$ cat config.mk
export PLATFORM = sky130hd
export DESIGN_NAME = pwm_duty_ramp_ctrl
export DESIGN_NICKNAME = d
export VERILOG_FILES = /design/src/rtl/pwm_duty_ramp_ctrl.sv
export SDC_FILE = /design/constraint.sdc
export NUM_CORES = 1
export LEC_CHECK = 0
export CORE_ASPECT_RATIO = 0.7
export CORE_MARGIN = 3
export CORE_UTILIZATION = 54
export CTS_CLUSTER_DIAMETER = 120
export DETAILED_ROUTE_END_ITERATION = 6
export HOLD_SLACK_MARGIN = 0.15
export PLACE_DENSITY = 0.78
export SYNTH_ARGS = -nofsm -noshare
export SYNTH_HDL_FRONTEND = slang
export SYNTH_SLANG_ARGS = --single-unit
$ cat constraint.sdc
create_clock -name clk_main -period 3.7 [get_ports clk_main]
set_input_delay 0.555 -clock clk_main [delete_from_list [all_inputs] [get_ports clk_main]]
set_output_delay 0.555 -clock clk_main [all_outputs]
set_load 0.005 [all_outputs]
$ cat src/rtl/pwm_duty_ramp_ctrl.sv
// Soft-start/soft-stop duty sequencer: owns the PWM period timebase and ramps duty_cmd toward each
// accepted target in STEP increments every RAMP_DIV periods; duty only moves on period boundaries.
module pwm_duty_ramp_ctrl #(
  parameter int PERIOD   = 512,
  parameter int STEP     = 1,
  parameter int RAMP_DIV = 4
) (
  input  logic       clk_main,
  input  logic       rst_n,
  input  logic       enable,
  input  logic [6:0] target_duty,
  input  logic       target_valid,
  output logic       target_ready,
  output logic [6:0] duty_cmd,
  output logic       period_tick,
  output logic       busy,
  output logic       done
);

  localparam int CW = (PERIOD > 2) ? $clog2(PERIOD) : 1;
  localparam int DW = (RAMP_DIV > 1) ? $clog2(RAMP_DIV) : 1;

  typedef enum logic [1:0] {
    IDLE = 2'd0,
    RAMP = 2'd1,
    HOLD = 2'd2,
    STOP = 2'd3
  } state_t;

  state_t        state_q, state_d;
  logic [CW-1:0] cnt_q, cnt_d;
  logic          tick_q, tick_d;
  logic [DW-1:0] div_q, div_d;
  logic [6:0]    tgt_q, tgt_d;
  logic [6:0]    duty_q, duty_d;
  logic          done_q, done_d;

  logic          run;
  logic          cnt_wrap;
  logic          step_tick;
  logic          accept;
  logic [6:0]    tgt_in;
  logic [6:0]    duty_step;

  // One ramp step from cur toward tgt; snaps onto tgt when within STEP so it never overshoots.
  function automatic logic [6:0] step_toward(input logic [6:0] cur, input logic [6:0] tgt);
    logic [7:0] c;
    logic [7:0] t;
    logic [7:0] s;
    c = {1'b0, cur};
    t = {1'b0, tgt};
    s = 8'(STEP);
    if (t >= c) begin
      step_toward = ((t - c) <= s) ? tgt : 7'(c + s);
    end else begin
      step_toward = ((c - t) <= s) ? tgt : 7'(c - s);
    end
  endfunction

  assign target_ready = enable && ((state_q == IDLE) || (state_q == HOLD));
  assign busy         = (state_q == RAMP) || (state_q == STOP);
  assign duty_cmd     = duty_q;
  assign period_tick  = tick_q;
  assign done         = done_q;

  always_comb begin
    run       = (state_q != IDLE) || enable;
    cnt_wrap  = (cnt_q == CW'(PERIOD - 1));
    cnt_d     = run ? (cnt_wrap ? '0 : cnt_q + 1'b1) : '0;
    // Registered tick mirrors the counter value so it is high exactly while cnt_q == PERIOD-1.
    tick_d    = (cnt_d == CW'(PERIOD - 1));
    step_tick = tick_q && (div_q == DW'(RAMP_DIV - 1));
    accept    = target_valid && target_ready;
    tgt_in    = (target_duty > 7'd100) ? 7'd100 : target_duty;
    duty_step = step_toward(duty_q, tgt_q);
  end

  always_comb begin
    state_d = state_q;
    tgt_d   = tgt_q;
    duty_d  = duty_q;
    done_d  = 1'b0;
    div_d   = div_q;
    if (tick_q) begin
      div_d = (div_q == DW'(RAMP_DIV - 1)) ? '0 : div_q + 1'b1;
    end

    case (state_q)
      IDLE: begin
        duty_d = 7'd0;
        if (accept) begin
          tgt_d = tgt_in;
          div_d = '0;
          if (tgt_in == 7'd0) begin
            state_d = HOLD;
            done_d  = 1'b1;
          end else begin
            state_d = RAMP;
          end
        end
      end
      RAMP: begin
        // The step lands first; the transition then looks at the stepped duty.
        if (step_tick) begin
          duty_d = duty_step;
        end
        if (!enable) begin
          state_d = STOP;
          tgt_d   = 7'd0;
          div_d   = '0;
        end else if (step_tick && (duty_step == tgt_q)) begin
          state_d = HOLD;
          done_d  = 1'b1;
        end
      end
      HOLD: begin
        if (!enable) begin
          state_d = STOP;
          tgt_d   = 7'd0;
          div_d   = '0;
        end else if (accept) begin
          tgt_d = tgt_in;
          div_d = '0;
          if (tgt_in == duty_q) begin
            done_d = 1'b1;
          end else begin
            state_d = RAMP;
          end
        end
      end
      STOP: begin
        tgt_d = 7'd0;
        if (step_tick) begin
          duty_d = duty_step;
          if (duty_step == 7'd0) begin
            state_d = IDLE;
          end
        end
      end
      default: begin
        state_d = IDLE;
        duty_d  = 7'd0;
        tgt_d   = 7'd0;
      end
    endcase
  end

  always_ff @(posedge clk_main or negedge rst_n) begin
    if (!rst_n) begin
      state_q <= IDLE;
      cnt_q   <= '0;
      tick_q  <= 1'b0;
      div_q   <= '0;
      tgt_q   <= 7'd0;
      duty_q  <= 7'd0;
      done_q  <= 1'b0;
    end else begin
      state_q <= state_d;
      cnt_q   <= cnt_d;
      tick_q  <= tick_d;
      div_q   <= div_d;
      tgt_q   <= tgt_d;
      duty_q  <= duty_d;
      done_q  <= done_d;
    end
  end

endmodule

==> impl_metrics.toml <==
[status]
run_status = "completed"

[synth]
netlist_area_um2 = 2860
synth.top_cell.area_share = 0.253
syn_area_per_cell_um2 = 8.11
synth_seq_cells = 29
synth_commonest_cells = "sky130_fd_sc_hd__nor2_1, sky130_fd_sc_hd__nand2_1, sky130_fd_sc_hd__dfrtp_1"
synthesis.yosys.warnings = 0
synth.yosys.seq_area_share = 0.253
yosysUniqueCellTypes = 65
synth.largest_area_cell = "sky130_fd_sc_hd__dfrtp_1"
synth_edf_count = 0
synth_async_sr_flop_share = 1.00
synth.area.top_cells = "sky130_fd_sc_hd__dfrtp_1, sky130_fd_sc_hd__ha_1, sky130_fd_sc_hd__xnor2_1"
netlist_instances = 353
synth.net_count = 389
dominantRegCellSynth = "sky130_fd_sc_hd__dfrtp_1"
post-synth-top-count-cell = "sky130_fd_sc_hd__nor2_1"

[min_path]
hold_path_origin = "cnt_q[0]"
worst_hold_path.num_cells = 1
hold_end = "cnt_q[0]"
worstHoldPathType = "reg2reg"

[global_route]
grt_antenna_before_repair = 0
first_global_vias = 2560
largest_net_degree_at_the_start_of_global_routing = 30
grt_pass1_wl_um = 13200
global_route.usage.total = 0.274
grt_overflow_total = 0

[placement]
placement.io_buffers = 21
place_congestion = 0.953
dp_slack_ns = -0.0280
post-dp-hpwl_um = 6200

[critical_path]
crit_slowest_cell = "sky130_fd_sc_hd__or4_4"
crit_family = "compound AO/OA/AOI/OAI gates"
timing.critical_path.arrival_ns = 3.89
crit_path_cell_chain = "buf_6, ha_4, inv_1, fa_1, xor2_1, a311oi_1, o311ai_1, or4_4, o211ai_1, o211ai_1, o21ai_1, a221oi_2, o221ai_2, buf_4, mux2i_4"
worst-r2r-cell-count = 15
critPathMostFrequentCell = "sky130_fd_sc_hd__o211ai_1"
crit_buf_inv = 3
rrSetupSlack_ns = 0.03
crit_path_start_kind = "flop"
setup.worst_path.class = "reg2reg"
end_kind = "flop"
worstPathRequired_ns = 3.91
critical_path_peak_fanout = 5
r2r_start = "tgt_q[0]"
cp_slowest_stage_delay_ns = 0.57
regToRegEndpoint = "state_q[0]"

[layout]
insertedDiodeCount = 0
filler_cell_count = 405
area_growth_pct = 23.9
nets = 430
post_route_utilization = 0.718
drive_above_1_share = 0.172

[cts]
tritoncts = "built"
cts.clk_slew.worst_paths_ns = 0.07
cts-buffers-inserted = 5
clock_insertion_delay_worst_skew_ns = 0.29
cts_sinks = 29
h_tree_levels = 2
clk_root_buffer_cell = "sky130_fd_sc_hd__clkbuf_8"
cts-root-to-sink-buffers = 2

[die]
initial_core_util = 0.580
top_level_ports = 22
dieArea_um2 = 6230
design.core.area_um2 = 4940
std_cell_rows = 21
chip_width_um = 93.0
die_height_um = 66.9

[detailed_routing]
post_drt_wl_per_cell_um = 18.5
detailedRoute.firstPassIterationCount = 6
route.vias.total = 2882
drc = 0
drt-total-wl_um = 8600
detailedRoute.firstIterationViolations = 431
via_to_cell_ratio = 6.21
final_antenna_net_count = 0

[timing]
worst_pin_slew_ns = 0.879
finalHoldViolCount = 0
finalWorstPathRequiredPeriod_ns = 3.67
post_route_fraction_of_the_period_consumed_by_the_critical_path = 0.993
fin_worst_hold_slack_ns = 0.492
timing.final.max_slew_violations = 0
finalSetupViolations = 0
setup_tns_ns = 0
worst_slew_margin_rel = 0.409
unrepaired_setup_endpoints_after_global_routing = "true"
achievable-frequency_mhz = 272
clock-skew-final_ns = 0.00393
timing.final.ws_setup_ns = 0.0261

[pwr]
p_leak_nw = 1.51
irDropWorstVdd_mv = 0.561
power_per_cell_area_nw_per_um2 = 960

[flow_run]
cap_viol_max_count = 0
-- flip-flops by register name, summed over array words and instances (netlist names) --
signal and count:
cnt_q 9, duty_cmd 7, tgt_q 7, div_q 2, state_q 2, done 1
period_tick 1
-- kinds of logic (layout without fill, tap and decap cells) --
kind of cell / count (synthesis) / in the layout / share of synthesized area
and+or+nand+nor: 139 / 139 / 0.247
AOI/OAI and AO/OA: 92 / 92 / 0.223
muxes: 4 / 4 / 0.0175
adders and majority gates: 25 / 25 / 0.114
buffers and inverters: 36 / 78 / 0.0585
DFF: 29 / 29 / 0.253
xor gates and xnor gates: 28 / 28 / 0.0856
-- worst reg2reg max path, cell delays in order (launching register included) --
cell and delay [ns]:
sky130_fd_sc_hd__dfrtp_1 0.36, sky130_fd_sc_hd__buf_6 0.15, sky130_fd_sc_hd__ha_4 0.14, sky130_fd_sc_hd__inv_1 0.04, sky130_fd_sc_hd__fa_1 0.38, sky130_fd_sc_hd__xor2_1 0.16, sky130_fd_sc_hd__a311oi_1 0.23, sky130_fd_sc_hd__o311ai_1 0.18
sky130_fd_sc_hd__or4_4 0.57, sky130_fd_sc_hd__o211ai_1 0.11, sky130_fd_sc_hd__o211ai_1 0.25, sky130_fd_sc_hd__o21ai_1 0.28, sky130_fd_sc_hd__a221oi_2 0.11, sky130_fd_sc_hd__o221ai_2 0.25, sky130_fd_sc_hd__buf_4 0.17, sky130_fd_sc_hd__mux2i_4 0.21
-- layer usage --
layer / global-route usage / share of wire / vias to the layer above
met5: 0 / 0 / -
met4: 0.0622 / 0.020 / 0
met3: 0.0745 / 0.12 / 23
met2: 0.362 / 0.41 / 187
met1: 0.428 / 0.46 / 1334
li1: - / - / 1338
-- metrics by stage --
step | power, W | instance area (um^2) | cells
2_1_floorplan | 0.00198 | 2900 | 353
3_3_place_gp | 0.00244 | 3270 | 453
3_5_place_dp | 0.00250 | 3270 | 453
4_1_cts | 0.00298 | 3430 | 463
5_1_grt | 0.00360 | 3550 | 464
6_report | 0.00341 | 3550 | 464
-- cell type report --
type                    instances  area (um^2)  share of cell area
flip-flops and latches         29          726               0.205
repair buffers                 46          402               0.113
inverters                      24         90.1              0.0254
well taps                      69         86.3              0.0243
clock buffers                   5         68.8              0.0194
clock inverters                 3         65.1              0.0183
multi-input cells             288         2110               0.595
-- how the worst max path moves through the flow --
stage	cells after the start	to	slack, ns	start
2_1_floorplan	14	state_q[1]	0.003	tgt_q[0]
3_3_place_gp	12	state_q[1]	0.07	duty_cmd[0]
3_5_place_dp	13	state_q[1]	-0.03	duty_cmd[0]
4_1_cts	13	state_q[1]	0.00002	tgt_q[0]
5_1_grt	15	state_q[0]	-0.12	tgt_q[0]
6_report	15	state_q[0]	0.03	tgt_q[0]
-- repair_timing --
item / CTS / global route
setup endpoints to repair: 1 / 3
buffers inserted: 2 / 1
cloned: 0 / 0
hold buffers: 0 / 0
pin swaps: 3 / 10
resized for setup: 3 / 23
-- cells in the final DEF (no fill, tap or decap), types with 3 or more instances in the layout --
| cell type | n |
|---|---|
| sky130_fd_sc_hd__nand2_1 | 32 |
| sky130_fd_sc_hd__and2_1 | 5 |
| sky130_fd_sc_hd__nor3b_1 | 4 |
| sky130_fd_sc_hd__nand3b_1 | 4 |
| sky130_fd_sc_hd__nor3_1 | 6 |
| sky130_fd_sc_hd__dfrtp_1 | 29 |
| sky130_fd_sc_hd__nand2b_1 | 5 |
| sky130_fd_sc_hd__nor4_1 | 4 |
| sky130_fd_sc_hd__nor2_1 | 40 |
| sky130_fd_sc_hd__nand3_1 | 12 |
| sky130_fd_sc_hd__clkdlybuf4s50_1 | 21 |
| sky130_fd_sc_hd__a21oi_1 | 22 |
| sky130_fd_sc_hd__inv_1 | 23 |
| sky130_fd_sc_hd__xor2_1 | 7 |
| sky130_fd_sc_hd__buf_4 | 24 |
| sky130_fd_sc_hd__xnor2_1 | 21 |
| sky130_fd_sc_hd__clkbuf_8 | 5 |
| sky130_fd_sc_hd__a22o_1 | 3 |
| sky130_fd_sc_hd__ha_1 | 20 |
| sky130_fd_sc_hd__and3_1 | 5 |
| sky130_fd_sc_hd__o21ai_0 | 19 |
| sky130_fd_sc_hd__o221ai_2 | 3 |
| sky130_fd_sc_hd__a21boi_0 | 3 |
| sky130_fd_sc_hd__a21o_1 | 5 |
-- report_power, final --
part	leakage (nW)	switching (W)	internal [W]
combinational	1.05	0.00148	0.00108
sequential	0.394	0.0000660	0.000379
clock	0.0681	0.000134	0.000267
total	1.51	0.00168	0.00173
(Power assumes the default switching activity.)
